==> src/rtl/dlx_ext_control_fsm.sv <==
// rtl/dlx_ext_control_fsm.sv - multicycle DLX control FSM with N start/done extension channels
// Purpose: sequences fetch/decode/execute of DLX instructions and drives datapath
//   strobes; dispatches extension-unit R-type ops via a start/done handshake,
//   halts on illegal opcodes and on bus/extension stall timeouts, and counts
//   legally decoded instructions.
// Ports:
//   clk, reset            clock, synchronous active-high reset
//   step_en, busy, AEQZ   run control, memory busy, A==0 flag
//   IR                    instruction register
//   ext_done/ext_start/ext_sel  per-channel handshake and one-hot select
//   mr..in_init, S1_sel, S2_sel datapath strobes and ALU operand selects
//   state_out, halt_cause, instr_count  status
module dlx_ext_control_fsm #(
  parameter int N_EXT         = 2,
  parameter int EXT_FUNC_BASE = 6'h38,
  parameter int BUS_TIMEOUT   = 255
) (
  input  logic             clk,
  input  logic             reset,
  input  logic             step_en,
  input  logic             busy,
  input  logic             AEQZ,
  input  logic [31:0]      IR,
  input  logic [N_EXT-1:0] ext_done,
  output logic [N_EXT-1:0] ext_start,
  output logic [N_EXT-1:0] ext_sel,
  output logic             mr, mw, IR_en, PC_en, A_en, B_en, C_en, MAR_en, MDR_en,
  output logic             MDR_sel, GPR_WE, Itype, test, shift, right, jlink, add,
  output logic             A_sel, DINT_sel, in_init,
  output logic [1:0]       S1_sel,
  output logic [1:0]       S2_sel,
  output logic [4:0]       state_out,
  output logic [1:0]       halt_cause,
  output logic [31:0]      instr_count
);

  typedef enum logic [4:0] {
    INIT = 5'd0, FETCH = 5'd1, DECODE = 5'd2, HALT = 5'd3, ALU = 5'd4, SHIFT = 5'd5,
    WBR = 5'd6, ALUI = 5'd7, WBI = 5'd8, TESTI = 5'd9, ADDRCMP = 5'd10, LOAD = 5'd11,
    COPYMDR2C = 5'd12, COPYGPR2MDR = 5'd13, STORE = 5'd14, JR = 5'd15, SAVEPC = 5'd16,
    JALR = 5'd17, BRANCH = 5'd18, BTAKEN = 5'd19, EXT_START = 5'd20, EXT_WAIT = 5'd21
  } state_t;

  localparam logic [6:0] EXT_LO   = 7'(EXT_FUNC_BASE);
  localparam logic [6:0] EXT_HI   = 7'(EXT_FUNC_BASE + N_EXT);
  localparam logic [7:0] STALL_MAX = 8'(BUS_TIMEOUT - 1);

  state_t      state, state_d;
  logic [1:0]  k, k_d;
  logic [7:0]  stall_cnt;
  logic [1:0]  cause_d;
  logic [31:0] instr_count_d;
  logic [N_EXT-1:0] k_onehot;
  logic        done_k, stall, timed_out, is_ext;
  logic [6:0]  func7;
  state_t      next_instr;
  logic        unused_ir;

  assign unused_ir  = ^IR[25:6];
  assign func7      = {1'b0, IR[5:0]};
  assign is_ext     = (IR[31:26] == 6'b0) && (func7 >= EXT_LO) && (func7 < EXT_HI);
  assign next_instr = step_en ? FETCH : INIT;
  assign state_out  = state;

  // Only the selected channel's done is observed; other channels are ignored.
  always_comb begin
    k_onehot = '0;
    done_k   = 1'b0;
    for (int i = 0; i < N_EXT; i++) begin
      if (k == 2'(i)) begin
        k_onehot[i] = 1'b1;
        done_k      = ext_done[i];
      end
    end
  end

  always_comb begin
    stall = 1'b0;
    case (state)
      FETCH, LOAD, STORE: stall = busy;
      EXT_WAIT:           stall = ~done_k;
      default:            stall = 1'b0;
    endcase
  end

  assign timed_out = stall && (stall_cnt == STALL_MAX);

  always_comb begin
    state_d = state;
    k_d     = k;
    cause_d = 2'b00;
    case (state)
      INIT:      if (step_en) state_d = FETCH;
      FETCH: begin
        if (!busy) state_d = DECODE;
        else if (timed_out) begin state_d = HALT; cause_d = 2'b10; end
      end
      DECODE: begin
        if (IR[31:29] == 3'b110) state_d = next_instr;
        else if (is_ext) begin
          state_d = EXT_START;
          k_d     = 2'(func7 - EXT_LO);
        end
        else if (IR[31:28] == 4'b0000) state_d = IR[5] ? ALU : SHIFT;
        else if (IR[31:29] == 3'b001) state_d = ALUI;
        else if (IR[31:29] == 3'b011) state_d = TESTI;
        else if (IR[31:30] == 2'b10)  state_d = ADDRCMP;
        else if (IR[31:29] == 3'b010) state_d = IR[26] ? SAVEPC : JR;
        else if (IR[31:28] == 4'b0001) state_d = BRANCH;
        else begin state_d = HALT; cause_d = 2'b01; end
      end
      EXT_START: state_d = EXT_WAIT;
      EXT_WAIT: begin
        if (done_k) state_d = WBR;
        else if (timed_out) begin state_d = HALT; cause_d = 2'b11; end
      end
      ALU, SHIFT:  state_d = WBR;
      ALUI, TESTI: state_d = WBI;
      ADDRCMP:     state_d = IR[29] ? COPYGPR2MDR : LOAD;
      COPYGPR2MDR: state_d = STORE;
      LOAD: begin
        if (!busy) state_d = COPYMDR2C;
        else if (timed_out) begin state_d = HALT; cause_d = 2'b10; end
      end
      COPYMDR2C: state_d = WBI;
      SAVEPC:    state_d = JALR;
      BRANCH:    state_d = (AEQZ ^ IR[26]) ? BTAKEN : next_instr;
      WBR, WBI, BTAKEN, JR, JALR: state_d = next_instr;
      STORE: begin
        if (!busy) state_d = next_instr;
        else if (timed_out) begin state_d = HALT; cause_d = 2'b10; end
      end
      HALT:    state_d = HALT;
      default: state_d = HALT;
    endcase
  end

  assign instr_count_d = (state == DECODE && state_d != HALT) ? instr_count + 32'd1 : instr_count;

  always_ff @(posedge clk) begin
    if (reset) begin
      state       <= INIT;
      k           <= 2'b00;
      stall_cnt   <= 8'd0;
      halt_cause  <= 2'b00;
      instr_count <= 32'd0;
    end else begin
      state       <= state_d;
      k           <= k_d;
      instr_count <= instr_count_d;
      if (state_d != state) stall_cnt <= 8'd0;
      else if (stall)       stall_cnt <= stall_cnt + 8'd1;
      if (state != HALT && state_d == HALT && halt_cause == 2'b00)
        halt_cause <= cause_d;
    end
  end

  always_comb begin
    {mr, mw, IR_en, PC_en, A_en, B_en, C_en, MAR_en, MDR_en, MDR_sel} = '0;
    {GPR_WE, Itype, test, shift, right, jlink, add, A_sel, DINT_sel, in_init} = '0;
    S1_sel    = 2'b00;
    S2_sel    = 2'b00;
    ext_start = '0;
    ext_sel   = '0;
    case (state)
      INIT, HALT: in_init = 1'b1;
      FETCH:      begin mr = 1'b1; IR_en = 1'b1; end
      DECODE:     begin A_en = 1'b1; B_en = 1'b1; PC_en = 1'b1; add = 1'b1; S2_sel = 2'b11; end
      ALU:        begin C_en = 1'b1; S1_sel = 2'b01; end
      SHIFT:      begin C_en = 1'b1; shift = 1'b1; DINT_sel = 1'b1; right = IR[1]; S1_sel = 2'b01; end
      ALUI:       begin C_en = 1'b1; Itype = 1'b1; add = 1'b1; S1_sel = 2'b01; S2_sel = 2'b01; end
      TESTI:      begin C_en = 1'b1; Itype = 1'b1; test = 1'b1; S1_sel = 2'b01; S2_sel = 2'b01; end
      WBR:        GPR_WE = 1'b1;
      WBI:        begin GPR_WE = 1'b1; Itype = 1'b1; end
      ADDRCMP:    begin MAR_en = 1'b1; add = 1'b1; S1_sel = 2'b01; S2_sel = 2'b01; end
      LOAD:       begin mr = 1'b1; MDR_sel = 1'b1; A_sel = 1'b1; MDR_en = ~busy; end
      COPYMDR2C:  begin C_en = 1'b1; DINT_sel = 1'b1; S1_sel = 2'b11; S2_sel = 2'b10; end
      COPYGPR2MDR: begin MDR_en = 1'b1; DINT_sel = 1'b1; S1_sel = 2'b10; S2_sel = 2'b10; end
      STORE:      begin mw = 1'b1; A_sel = 1'b1; end
      JR:         begin PC_en = 1'b1; add = 1'b1; S1_sel = 2'b01; S2_sel = 2'b10; end
      SAVEPC:     begin C_en = 1'b1; add = 1'b1; S2_sel = 2'b10; end
      JALR:       begin PC_en = 1'b1; add = 1'b1; jlink = 1'b1; GPR_WE = 1'b1; S1_sel = 2'b01; S2_sel = 2'b10; end
      BTAKEN:     begin PC_en = 1'b1; add = 1'b1; S2_sel = 2'b01; end
      EXT_START:  begin ext_start = k_onehot; ext_sel = k_onehot; end
      EXT_WAIT:   begin ext_sel = k_onehot; C_en = done_k; end
      default:    in_init = 1'b0;
    endcase
  end

endmodule
==> config.mk <==
export PLATFORM = sky130hd
export DESIGN_NAME = dlx_ext_control_fsm
export DESIGN_NICKNAME = d
export VERILOG_FILES = /design/src/rtl/dlx_ext_control_fsm.sv
export SDC_FILE = /design/constraint.sdc
export NUM_CORES = 1
export LEC_CHECK = 0
export CELL_PAD_IN_SITES_DETAIL_PLACEMENT = 1
export CELL_PAD_IN_SITES_GLOBAL_PLACEMENT = 1
export CORE_MARGIN = 4
export CORE_UTILIZATION = 34
export CTS_CLUSTER_DIAMETER = 200
export DETAILED_ROUTE_END_ITERATION = 7
export GPL_TIMING_DRIVEN = 0
export PLACE_DENSITY_LB_ADDON = 0.1
export SYNTH_ARGS = -nofsm -noshare
export SYNTH_HDL_FRONTEND = slang
export SYNTH_SLANG_ARGS = --single-unit
==> constraint.sdc <==
create_clock -name clk -period 3.9 [get_ports clk]
set_input_delay 0.585 -clock clk [delete_from_list [all_inputs] [get_ports clk]]
set_output_delay 0.585 -clock clk [all_outputs]
set_load 0.05 [all_outputs]
# Yosys cells after proc, flatten, opt, wreduce, memory -nomap -nowiden

Index checks and enable logic that the tools add are counted.

Register bits: 49
Bits of input ports: 39
Logic and storage cells: 138

$add $sub $neg: 3
$lt $le $gt $ge: 2
Eq/ne operators: 33
Multiplexer cells: 61
Bitwise operators: 4
Reductions and logical operators: 30

Operator list:

| operator                                                              | count |
|---|---|
| 5-bit 2-to-1 mux                                                      | 16 |
| 5-bit one-hot mux with 14 select lines                                | 1 |
| 5-bit by 4-bit equality test with 1-bit output, second input constant | 8 |
| 32-bit by 1-bit adder with 32-bit output, second input constant       | 1 |
| 1-bit 2-to-1 mux                                                      | 31 |
| 5-bit equality test, second input constant                            | 6 |
| 5-bit by 3-bit equality test with 1-bit output, second input constant | 4 |
| 2-bit one-hot mux with 3 select lines                                 | 3 |
| 5-bit by 2-bit equality test with 1-bit output, second input constant | 3 |
| 3-bit OR reduction                                                    | 5 |
| 7-bit OR reduction                                                    | 2 |
| 2-bit 2-to-1 mux                                                      | 6 |
| 2-bit OR reduction                                                    | 6 |
| 5-bit by 2-bit != test with 1-bit output, second input constant       | 2 |
| 5-bit OR reduction                                                    | 2 |
| 8-bit by 1-bit adder with 8-bit output, second input constant         | 1 |
| 8-bit equality test, second input constant                            | 1 |
| 4-bit OR reduction                                                    | 2 |
| 3-bit by 2-bit equality test with 1-bit output, second input constant | 2 |
| 6-bit greater-or-equal comparator, second input constant              | 1 |
| 1-bit logical AND                                                     | 6 |
| 6-bit zero test                                                       | 1 |
| 6-bit less-than comparator, second input constant                     | 1 |
| 1-bit one-hot mux with 2 select lines                                 | 3 |
| other kinds (16)                                                      | 19 |

# Longest topological paths before layout

Gate-level depths: netlist of the first run.

Depth after elaboration: 13
Depth in mapped cells: 12
Gate-level depth less buffers: 10

# Least setup slack after synthesis of the first run

Ideal clock, no wire load.

Path type: reg2out
From: reg state[4], in the netlist state_out[4]
To: out ext_start[0]
Arrival: 3.626 ns
Required time: 3.315 ns
Path slack: -0.311 ns
Stages on the path, launching flop included: 5
Cell sequence: dfxtp_1 clkbuf_1 nand2b_1 nor4_1 nor2b_1

Cells in the longest elaborated chain, start to end: 2

RTL lines:

| element                | RTL line | RTL |
|---|---|---|
| from (decl)            | 48       | `state_t state, state_d;` |
| from (signal assigned) | 148      | `state <= state_d;` |
| 5-bit equality test    | 165      | `case (state)` |
| 2-bit 2-to-1 mux       | 165      |  |
| to (decl)              | 25       | `output logic [N_EXT-1:0] ext_start,` |

No other way between the ends.

# Final worst setup path of the first run

From: reg state[0], in the netlist state_out[0]
To: out C_en

Cells in the longest elaborated chain, start to end: 3
Elaborated cells between the ends (all ways): 9
Classes of those cells: eq/ne (7); mux (1); reduce/logical (1)

RTL lines:

| element                                           | RTL line | RTL |
|---|---|---|
| 5-bit equality test, or another cell as far along | 165      |  |
| 6-bit OR reduction (no source line)               | --       |  |
| 1-bit one-hot mux with 2 select lines (*)         | 165      |  |
| to (decl)                                         | 27       | `output logic mr, mw, IR_en, PC_en, A_en, B_en, C_en, MAR_en, MDR_en,` |

Every way passes the cells marked *; elsewhere a longest branch is shown, timed or not.

==> summary.md, run 1 <==
| Metric | Value |
|---|---|
| PwrDens | `305 mW/mm^2` |
| P_sw | `0.566 mW` |
| Yosys reg bits | `49` |
| Most frequent cells in the layout | `clkdlybuf4s50_1, nor2_1, dfxtp_1` |
| CP endpoint kind | `primary output` |
| GRT Resource Usage Total | `21.1%` |
| Mapped Nets | `500` |
| GPL Wtd Cong | `0.888` |
| Cell area after synthesis | `0.00347 sq mm` |
| Post-Syn Instances | `458` |
| Layout cell share with drive strength beyond 1 | `8.76%` |
| Root Buffer | `clkbuf_8` |
| Clock network fraction of design power | `23.0%` |
| RSZ-0062 raised after global routing | `no` |
| Max Freq | `267 MHz` |
| Status | `complete, no violations` |
| CTS buffer count | `5` |
| Int Power | `0.832 mW` |
| Syn_area_per_cell | `7.58 sq um` |
| Crit Path Class | `reg -> out` |
| IO Count | `106` |
| Main synth FF type | `dfxtp_1` |
| Period utilization | `95.9%` |
| Commonest non-fill, non-tap cell in the layout | `clkdlybuf4s50_1` |
| Logic pwr share | `39.6%` |
| Post-DP Area | `0.00447 sq mm` |
| Final setup vio count | `0` |
| Min Tclk post-route | `3740 ps` |
| H-tree depth | `2` |
| CTS tree | `yes` |
| Final HPWL DP | `9.57 mm` |
| Fin. max-slew vios | `0` |
| Switching share of power | `40.5%` |
| Layout net count | `589` |
| Largest net degree at the start of global routing | `16` |
| GR Overflow Total | `0` |
| Clock slew at the register clock pins of the worst setup and hold paths | `80 ps` |
| Required time of the critical path | `3310 ps` |
| Area leader, netlist | `dfxtp_1` |
| Initial core utilization | `35.2%` |
| EDFF count, synth | `0` |
| Final Worst Setup Slack | `160 ps` |
| Die X | `109 um` |
| Core area | `0.00986 sq mm` |
| Vias | `3810` |
| Peak VDD IR | `0.000170 V` |
| Antenna cells | `0` |
| Syn-to-layout area delta | `32.2%` |
| Initial antenna violation count | `0` |
| First-pass GRT wire length | `19.9 mm` |
| Pre-CTS setup slack | `-187 ps` |
| Clock sinks | `49` |
| Final Instance Area | `0.00459 sq mm` |
| Vias/cell | `5.59` |
| Die Y | `109 um` |
| Final Skew | `15.0 ps` |
| Iteration-0 DRC Markers | `179` |
| DRC viols | `0` |
| Hold Vio Cnt, Final | `0` |
| Row count | `36` |
| Port Buf Inserts | `82` |
| Seq/Total Area, Yosys | `28.3%` |
| Hold WC Path Type | `reg -> reg` |
| CP max FO | `10` |
| Area contributors post-synth | `dfxtp_1, nor2_1, xnor2_1, a21oi_1, nand2_1` |
| Lkg Pwr | `1.49 nW` |
| CTS Buffer Depth | `2` |
| Top cell type's share of synthesized area | `28.3%` |
| DR WL/cell | `18.1 um` |
| Worst skew pair latency | `310 ps` |
| YS warnings | `0` |
| Drt first pass iters | `4` |
| Synth async-reset ratio | `0%` |
| Core Util, Final | `46.5%` |
| Seq pwr share | `37.4%` |
| Total power | `1.40 mW` |
| Die Area | `0.0119 sq mm` |
| DRT antenna net count | `0` |
| Slew headroom | `57.1%` |
| Final wirelength | `12.3 mm` |
| Vias in the first global route | `3825` |
| Distinct cells, synth | `67` |
| Worst EP arrival | `3160 ps` |
| Maxcap violations | `0` |
| Worst-Margin Slew | `643 ps` |
| Critical Path Start Type | `register` |
[kinds of logic (layout without fill, tap and decap cells)]
logic type               Yosys count  after routing  synth area share, %
AO/OA/AOI/OAI                    116            116                 24.8
XOR/XNOR                          31             31                 7.82
AND/OR/NAND/NOR                  205            205                 30.9
flip-flops                        49             49                 28.3
adder cells (fa/ha/maj)            3              3                 1.08
buffers and inverters             51            141                 6.16
multiplexers                       3              3                0.901
[layout make-up]
type                    count  area [sq um]
multi-input cells         358          2300
flip-flops and latches     49           981
well taps                 133           166
clock inverters             2          13.8
fillers                  1238          5280
repair buffers             82           823
inverters                  15          56.3
plain buffers              36           164
clock buffers               6          82.6
[through the flow]
| step | instances | setup TNS, ps | hold WS (ps) |
|---|---|---|---|
| finish | 681 | 0 | 519 |
| floorplan | 458 | 0 | 479 |
| CTS | 681 | 0 | 520 |
| global route | 681 | 0 | 531 |
| global placement | 673 | -1820 | 489 |
| detailed placement | 673 | -1740 | 502 |
[registers in the layout, summed over array words and instances, names as in the netlist]
signal	count
halt_cause	2
instr_count	32
k	2
stall_cnt	8
state_out	5
[power groups by stage]
stage | Sequential (mW) | Clock (mW) | Combinational (mW)
after detailed placement | 0.534 | 0 | 0.545
after global placement | 0.534 | 0 | 0.540
after CTS | 0.522 | 0.334 | 0.547
final | 0.523 | 0.322 | 0.554
after floorplan | 0.554 | 0 | 0.349
after global routing | 0.525 | 0.350 | 0.589
[synthesized netlist by cell type (9+ instances only)]
cell type and instances:
nor2_1 56, dfxtp_1 49, a21oi_1 30, nand2_1 29, clkbuf_1 28, xnor2_1 23
nand3_1 19, nand4_1 17, inv_1 15, o21ai_0 15, nor2b_1 14, and3_1 12
nor3_1 11, nand2b_1 10, or3_1 9
[routing by layer]
layer / vias to the layer above / global-route usage, % / wire [um]
met5: - / 0 / 0
met4: 0 / 5.86 / 228
met3: 23 / 3.26 / 629
met2: 115 / 34.5 / 5490
met1: 1819 / 28.8 / 6000
li1: 1853 / - / -
[repair_timing]
item / 4_1_cts / 5_1_grt
endpoints found under the setup margin: 1 / 21
hold buffers: 0 / 0
setup buffers: 0 / 0
endpoints found under the hold margin: 0 / 0
pin swaps: 0 / 2
gates resized for setup: 1 / 13
[worst paths after layout]
kind              slack [ps]          start  cells past startpoint         endpoint
setup / recovery         160   state_out[0]                      7             C_en
hold / removal           520  halt_cause[0]                      2    halt_cause[0]
setup reg to reg         470   state_out[4]                     10  instr_count[27]
hold reg to reg          520  halt_cause[0]                      2    halt_cause[0]
[critical path, stage by stage (launching register included)]
cell,delay [ps]
dfxtp_1,520
clkbuf_1,360
clkbuf_2,350
clkbuf_1,400
o311ai_0,240
o31ai_1,120
o32ai_1,140
clkdlybuf4s50_1,740
Note: power is estimated with default switching activity, not from simulation.
==> run 2: changes to the inputs <==
--- a/config.mk
+++ b/config.mk
@@ -9,9 +9,9 @@
 export CELL_PAD_IN_SITES_GLOBAL_PLACEMENT = 1
 export CORE_MARGIN = 4
 export CORE_UTILIZATION = 34
-export CTS_CLUSTER_DIAMETER = 200
 export DETAILED_ROUTE_END_ITERATION = 7
 export GPL_TIMING_DRIVEN = 0
+export HOLD_SLACK_MARGIN = 0.12
 export PLACE_DENSITY_LB_ADDON = 0.1
 export SYNTH_ARGS = -nofsm -noshare
 export SYNTH_HDL_FRONTEND = slang
==> results of run 2 <==
No change in the layout: final DEF, timing and power equal those of run 1.
==> run 3: changes to the inputs <==
--- a/config.mk
+++ b/config.mk
@@ -5,6 +5,7 @@
 export SDC_FILE = /design/constraint.sdc
 export NUM_CORES = 1
 export LEC_CHECK = 0
+export ABC_AREA = 0
 export CELL_PAD_IN_SITES_DETAIL_PLACEMENT = 1
 export CELL_PAD_IN_SITES_GLOBAL_PLACEMENT = 1
 export CORE_MARGIN = 4
@@ -13,6 +14,7 @@
 export GPL_TIMING_DRIVEN = 0
 export HOLD_SLACK_MARGIN = 0.12
 export PLACE_DENSITY_LB_ADDON = 0.1
+export RECOVER_POWER = 50
 export SYNTH_ARGS = -nofsm -noshare
 export SYNTH_HDL_FRONTEND = slang
 export SYNTH_SLANG_ARGS = --single-unit
==> summary.md, run 3 (synthesis results as in run 1) <==
| Metric | Value |
|---|---|
| Status | `complete, no violations` |
| Commonest non-fill, non-tap cell in the layout | `nor2_1` |
| Die X | `109 um` |
| Maxcap violations | `0` |
| RSZ-0062 raised after global routing | `no` |
| CP most frequent cell | `clkbuf_1` |
| Clock slew at the register clock pins of the worst setup and hold paths | `80 ps` |
| Slew headroom | `57.6%` |
| Crit Path Class | `reg -> out` |
| Final wirelength | `12.3 mm` |
| Hold Vio Cnt, Final | `0` |
| Layout net count | `589` |
| Top layer in use | `met5` |
| Most frequent cells in the layout | `nor2_1, dfxtp_1, dlygate4sd3_1` |
| Setup TNS | `0 ps` |
| Crit path largest cell delay | `740 ps` |
| R2R setup slack | `460 ps` |
| Initial core utilization | `35.2%` |
| Worst-Margin Slew | `636 ps` |
| Period utilization | `95.8%` |
| CTS Buffer Depth | `2` |
| Final Instance Area | `0.00458 sq mm` |
| Vias/cell | `5.60` |
| DRC viols | `0` |
| Biggest register | `instr_count` |
| CP endpoint kind | `primary output` |
| Pre-CTS setup slack | `-187 ps` |
| Clock sinks | `49` |
| Root Buffer | `clkbuf_8` |
| Peak VDD IR | `0.000171 V` |
| GPL Wtd Cong | `0.888` |
| Fin. max-slew vios | `0` |
| Core Util, Final | `46.5%` |
| Slowest cell on crit path | `clkdlybuf4s50_1` |
| Min Tclk post-route | `3740 ps` |
| Worst r2r path cells | `10` |
| Drt first pass iters | `4` |
| Port Buf Inserts | `82` |
| PwrDens | `303 mW/mm^2` |
| GRT Resource Usage Total | `21.1%` |
| GR Overflow Total | `0` |
| Max reg flops | `32` |
| Crit-path cells | `clkbuf_1 -> clkbuf_2 -> clkbuf_1 -> o311ai_0 -> o31ai_1 -> o32ai_1 -> clkdlybuf4s50_1` |
| Die Y | `109 um` |
| Critical Path Start Type | `register` |
| Wire length on met1 | `5.97 mm` |
| CTS tree | `yes` |
| WHS Path Cells | `2` |
| Final HPWL DP | `9.57 mm` |
| Hold WC Path Type | `reg -> reg` |
| Iteration-0 DRC Markers | `184` |
| Vias in the first global route | `3825` |
| Required time of the critical path | `3310 ps` |
| Final Skew | `15.6 ps` |
| Worst skew pair latency | `310 ps` |
| Layout cell share with drive strength beyond 1 | `8.39%` |
| DR WL/cell | `18.1 um` |
| CTS buffer count | `5` |
| First-pass GRT wire length | `19.9 mm` |
| Postcts setup bufs | `0` |
| H-tree depth | `2` |
| Initial antenna violation count | `1` |
| Antenna cells | `0` |
| Lkg Pwr | `1.64 nW` |
| Final setup vio count | `0` |
| IO Count | `106` |
| CP max FO | `10` |
| Met3 routed WL | `589 um` |
| Post-DP Area | `0.00447 sq mm` |
| Fillers | `1239` |
| Worst EP arrival | `3150 ps` |
| Cts hold-fix bufs | `0` |
| Max Freq | `268 MHz` |
| Largest net degree at the start of global routing | `16` |
| Syn-to-layout area delta | `32.0%` |
| Vias | `3817` |
| DRT antenna net count | `0` |
| Worst hold slack | `515 ps` |
| Row count | `36` |
| Die Area | `0.0119 sq mm` |
| Final Worst Setup Slack | `164 ps` |
| Metal2 WL | `5.51 mm` |
| Core area | `0.00986 sq mm` |
==> run 3: cell count changes in the layout (fill, tap and decap cells not counted), sizes merged <==
cell and delta:
dlygate4sd3 +49, clkdlybuf4s50 -49
==> run 3: final cells by class <==
type / count / area (sq um) / share of cell area [%]
inverters: 15 / 56.3 / 1.23
repair buffers: 82 / 823 / 18.0
multi-input cells: 358 / 2300 / 50.1
plain buffers: 36 / 164 / 3.58
clock inverters: 2 / 13.8 / 0.300
flip-flops and latches: 49 / 981 / 21.4
clock buffers: 6 / 82.6 / 1.80
well taps: 133 / 166 / 3.63
==> run 3: report_power, final <==
part	internal [mW]	switching [mW]	leakage (nW)
clock network	0.144	0.177	0.0512
logic	0.173	0.374	1.20
registers	0.508	0.0138	0.395
==> run 3: metal layers <==
metal,up-vias,global-route usage (%)
met5,-,0
met4,2,5.86
met3,27,3.26
met2,101,34.5
met1,1832,28.8
li1,1855,-
==> run 3: final timing paths <==
| check | end | startpoint |
|---|---|---|
| min reg2reg | halt_cause[0] | halt_cause[0] |
| min | halt_cause[0] | halt_cause[0] |
| max reg2reg | instr_count[27] | state_out[4] |
| max | C_en | state_out[0] |
==> run 3: timing repair <==
| action | CTS | global route |
|---|---|---|
| setup endpoints to repair | 1 | 21 |
| resized for setup | 1 | 13 |
| cloned | 0 | 0 |
| pin swaps | 0 | 2 |
==> run 3: worst max-delay path, delay by kind of cell (launching register included) <==
| family | cells | cell delay, ps |
|---|---|---|
| DFF | 1 | 510 |
| AOI/OAI and AO/OA | 3 | 500 |
| buffers and inverters | 4 | 1850 |
==> run 3: stage by stage <==
stage	std cells	total power, mW
2_1_floorplan	458	0.903
3_3_place_gp	673	1.07
3_5_place_dp	673	1.08
4_1_cts	681	1.40
5_1_grt	681	1.46
6_report	681	1.39
==> variant (settings of run 3) <==
Register the output `MDR_sel`, with the module's reset; this adds one clock of latency there. The other outputs are not delayed to match.
--- a/src/rtl/dlx_ext_control_fsm.sv
+++ b/src/rtl/dlx_ext_control_fsm.sv
@@ -45,6 +45,8 @@
   localparam logic [6:0] EXT_HI   = 7'(EXT_FUNC_BASE + N_EXT);
   localparam logic [7:0] STALL_MAX = 8'(BUS_TIMEOUT - 1);
 
+  logic MDR_sel_d;
+
   state_t      state, state_d;
   logic [1:0]  k, k_d;
   logic [7:0]  stall_cnt;
@@ -156,7 +158,7 @@
   end
 
   always_comb begin
-    {mr, mw, IR_en, PC_en, A_en, B_en, C_en, MAR_en, MDR_en, MDR_sel} = '0;
+    {mr, mw, IR_en, PC_en, A_en, B_en, C_en, MAR_en, MDR_en, MDR_sel_d} = '0;
     {GPR_WE, Itype, test, shift, right, jlink, add, A_sel, DINT_sel, in_init} = '0;
     S1_sel    = 2'b00;
     S2_sel    = 2'b00;
@@ -173,7 +175,7 @@
       WBR:        GPR_WE = 1'b1;
       WBI:        begin GPR_WE = 1'b1; Itype = 1'b1; end
       ADDRCMP:    begin MAR_en = 1'b1; add = 1'b1; S1_sel = 2'b01; S2_sel = 2'b01; end
-      LOAD:       begin mr = 1'b1; MDR_sel = 1'b1; A_sel = 1'b1; MDR_en = ~busy; end
+      LOAD:       begin mr = 1'b1; MDR_sel_d = 1'b1; A_sel = 1'b1; MDR_en = ~busy; end
       COPYMDR2C:  begin C_en = 1'b1; DINT_sel = 1'b1; S1_sel = 2'b11; S2_sel = 2'b10; end
       COPYGPR2MDR: begin MDR_en = 1'b1; DINT_sel = 1'b1; S1_sel = 2'b10; S2_sel = 2'b10; end
       STORE:      begin mw = 1'b1; A_sel = 1'b1; end
@@ -187,4 +189,12 @@
     endcase
   end
 
+  always_ff @(posedge clk) begin
+    if (reset) begin
+      MDR_sel <= '0;
+    end else begin
+      MDR_sel <= MDR_sel_d;
+    end
+  end
+
 endmodule
Formal check against the unedited RTL: not equivalent (a bounded check fails within 10 cycles, from zero or initial values and one cycle with reset high).
==> variant against run 3 <==
Cell count rose by 6.9%; sequential cell count rose by 1; setup slack improved by 0.070 ns; cell area rose by 7.7%; routed wire length rose by 10%; area after synthesis rose by 8.9%.
Power is not compared: it rests on default switching activity, and its combinational part moved more than twofold at a synthesized area within 25%.
==> variant: results (changes against run 3) <==
STA
  • Tightest Pin Transition: 0.716 ns (was 0.636 ns)
  • Clock Skew: 0.0154 ns (was 0.0156 ns)

Place
  • Routability cong.: 0.908 (was 0.888)
  • Post-DP HPWL: 10.4 mm (was 9.57 mm)
  • Port Buf Inserts: 84 (was 82)
  • Dpl cell area: 0.00481 mm2 (was 0.00447 mm2)
  • Dpl ws: -0.0649 ns (was -0.187 ns)

GRT
  • Grt met3 use: 0.0271 (was 0.0326)
  • Vias in the first global route: 4257 (was 3825)
  • Met1 usage: 0.240 (was 0.288)
  • First-pass GRT wire length: 21.9 mm (was 19.9 mm)
  • Largest net degree at the start of global routing: 20 (was 16)
  • Aggregate global-route resource usage: 0.210 (was 0.211)
  • Met2 Track Usage GR: 0.396 (was 0.345)

Critical path
  • Critical path's slowest cell: a2111oi_0 (was clkdlybuf4s50_1)
  • Critical path startpoint: state_out[4]$_SDFF_PP0_ (was state_out[0]$_SDFF_PP0_)
  • R2R depth: 9 (was 10)
  • Critical Path AT: 3.90 ns (was 3.15 ns)
  • Crit Path Max Fanout: 19 (was 10)
  • Crit-path max cell delay: 0.72 ns (was 0.74 ns)

Outcome
  • Status: complete, no violations (unchanged)

Route
  • Iteration-0 DRC Markers: 131 (was 184)
  • Met3 WL: 429 um (was 589 um)
  • Highest metal layer with signal wires: met4 (was met5)
  • M1 wire length: 5.75 mm (was 5.97 mm)
  • 1st-pass router iterations: 4 (unchanged)
  • Drt total wl: 13.6 mm (was 12.3 mm)
  • Vias: 4120 (was 3817)

Synthesis
  • Post-synthesis cell type count: 66 (was 67)
  • Ranking of synthesized cells by area: dfxtp_1 26%, mux2_2 9.2%, nor2_1 7.1% (was dfxtp_1 28%, nor2_1 6.1%, xnor2_1 5.8%)
  • Top post-synthesis cells by count: 72 x nor2_1, 50 x dfxtp_1, 43 x nor2b_1 (was 56 x nor2_1, 49 x dfxtp_1, 30 x a21oi_1)
  • Register area share after synthesis: 0.265 (was 0.283)

Final layout
  • Fill cells: 1388 (was 1239)
  • Non-Filler Instances: 728 (was 681)
  • Multi-input logic portion of the cell area: 0.525 (was 0.501)
  • Layout cells sized above 1: 0.114 (was 0.0839)
  • Clock-cell share: 0.0246 (was 0.0210)
  • Comb_multi_in: 399 (was 358)
  • Non-CTS inverters: 10 (was 15)

Clocking
  • Clock sinks: 50 (was 49)
  • Post-CTS Resized: 2 (was 1)

Power
  • Design Power: 0.00244 W

Die
  • Cell Rows: 38 (was 36)
variant: cells by family (layout without fill, tap and decap cells):
logic type / count (synthesis) / after routing / synth area share
compound gates: 99 / 99 / 0.189
buf+inv: 50 / 139 / 0.0566
simple gates: 249 / 249 / 0.347
xor+xnor: 13 / 13 / 0.0301
flops: 50 / 50 / 0.265
fa+ha+maj: 3 / 3 / 0.00993
mux: 35 / 35 / 0.103
variant: worst paths after layout:
path / endpoint / slack [ns]
worst min-delay path: halt_cause[0]$_SDFFE_PP0P_ / 0.51
worst max register to register: instr_count[19]$_SDFFE_PP0P_ / 0.23
worst min register to register: halt_cause[0]$_SDFFE_PP0P_ / 0.51
worst max-delay path: instr_count[19]$_SDFFE_PP0P_ / 0.23
variant: worst max-delay path: cells and delay by family (launching register included):
family	cells	cell delay [ns]
AOI/OAI and AO/OA	4	1.48
buffers and inverters	3	0.93
DFF	1	0.58
muxes	1	0.40
and+or+nand+nor	1	0.18
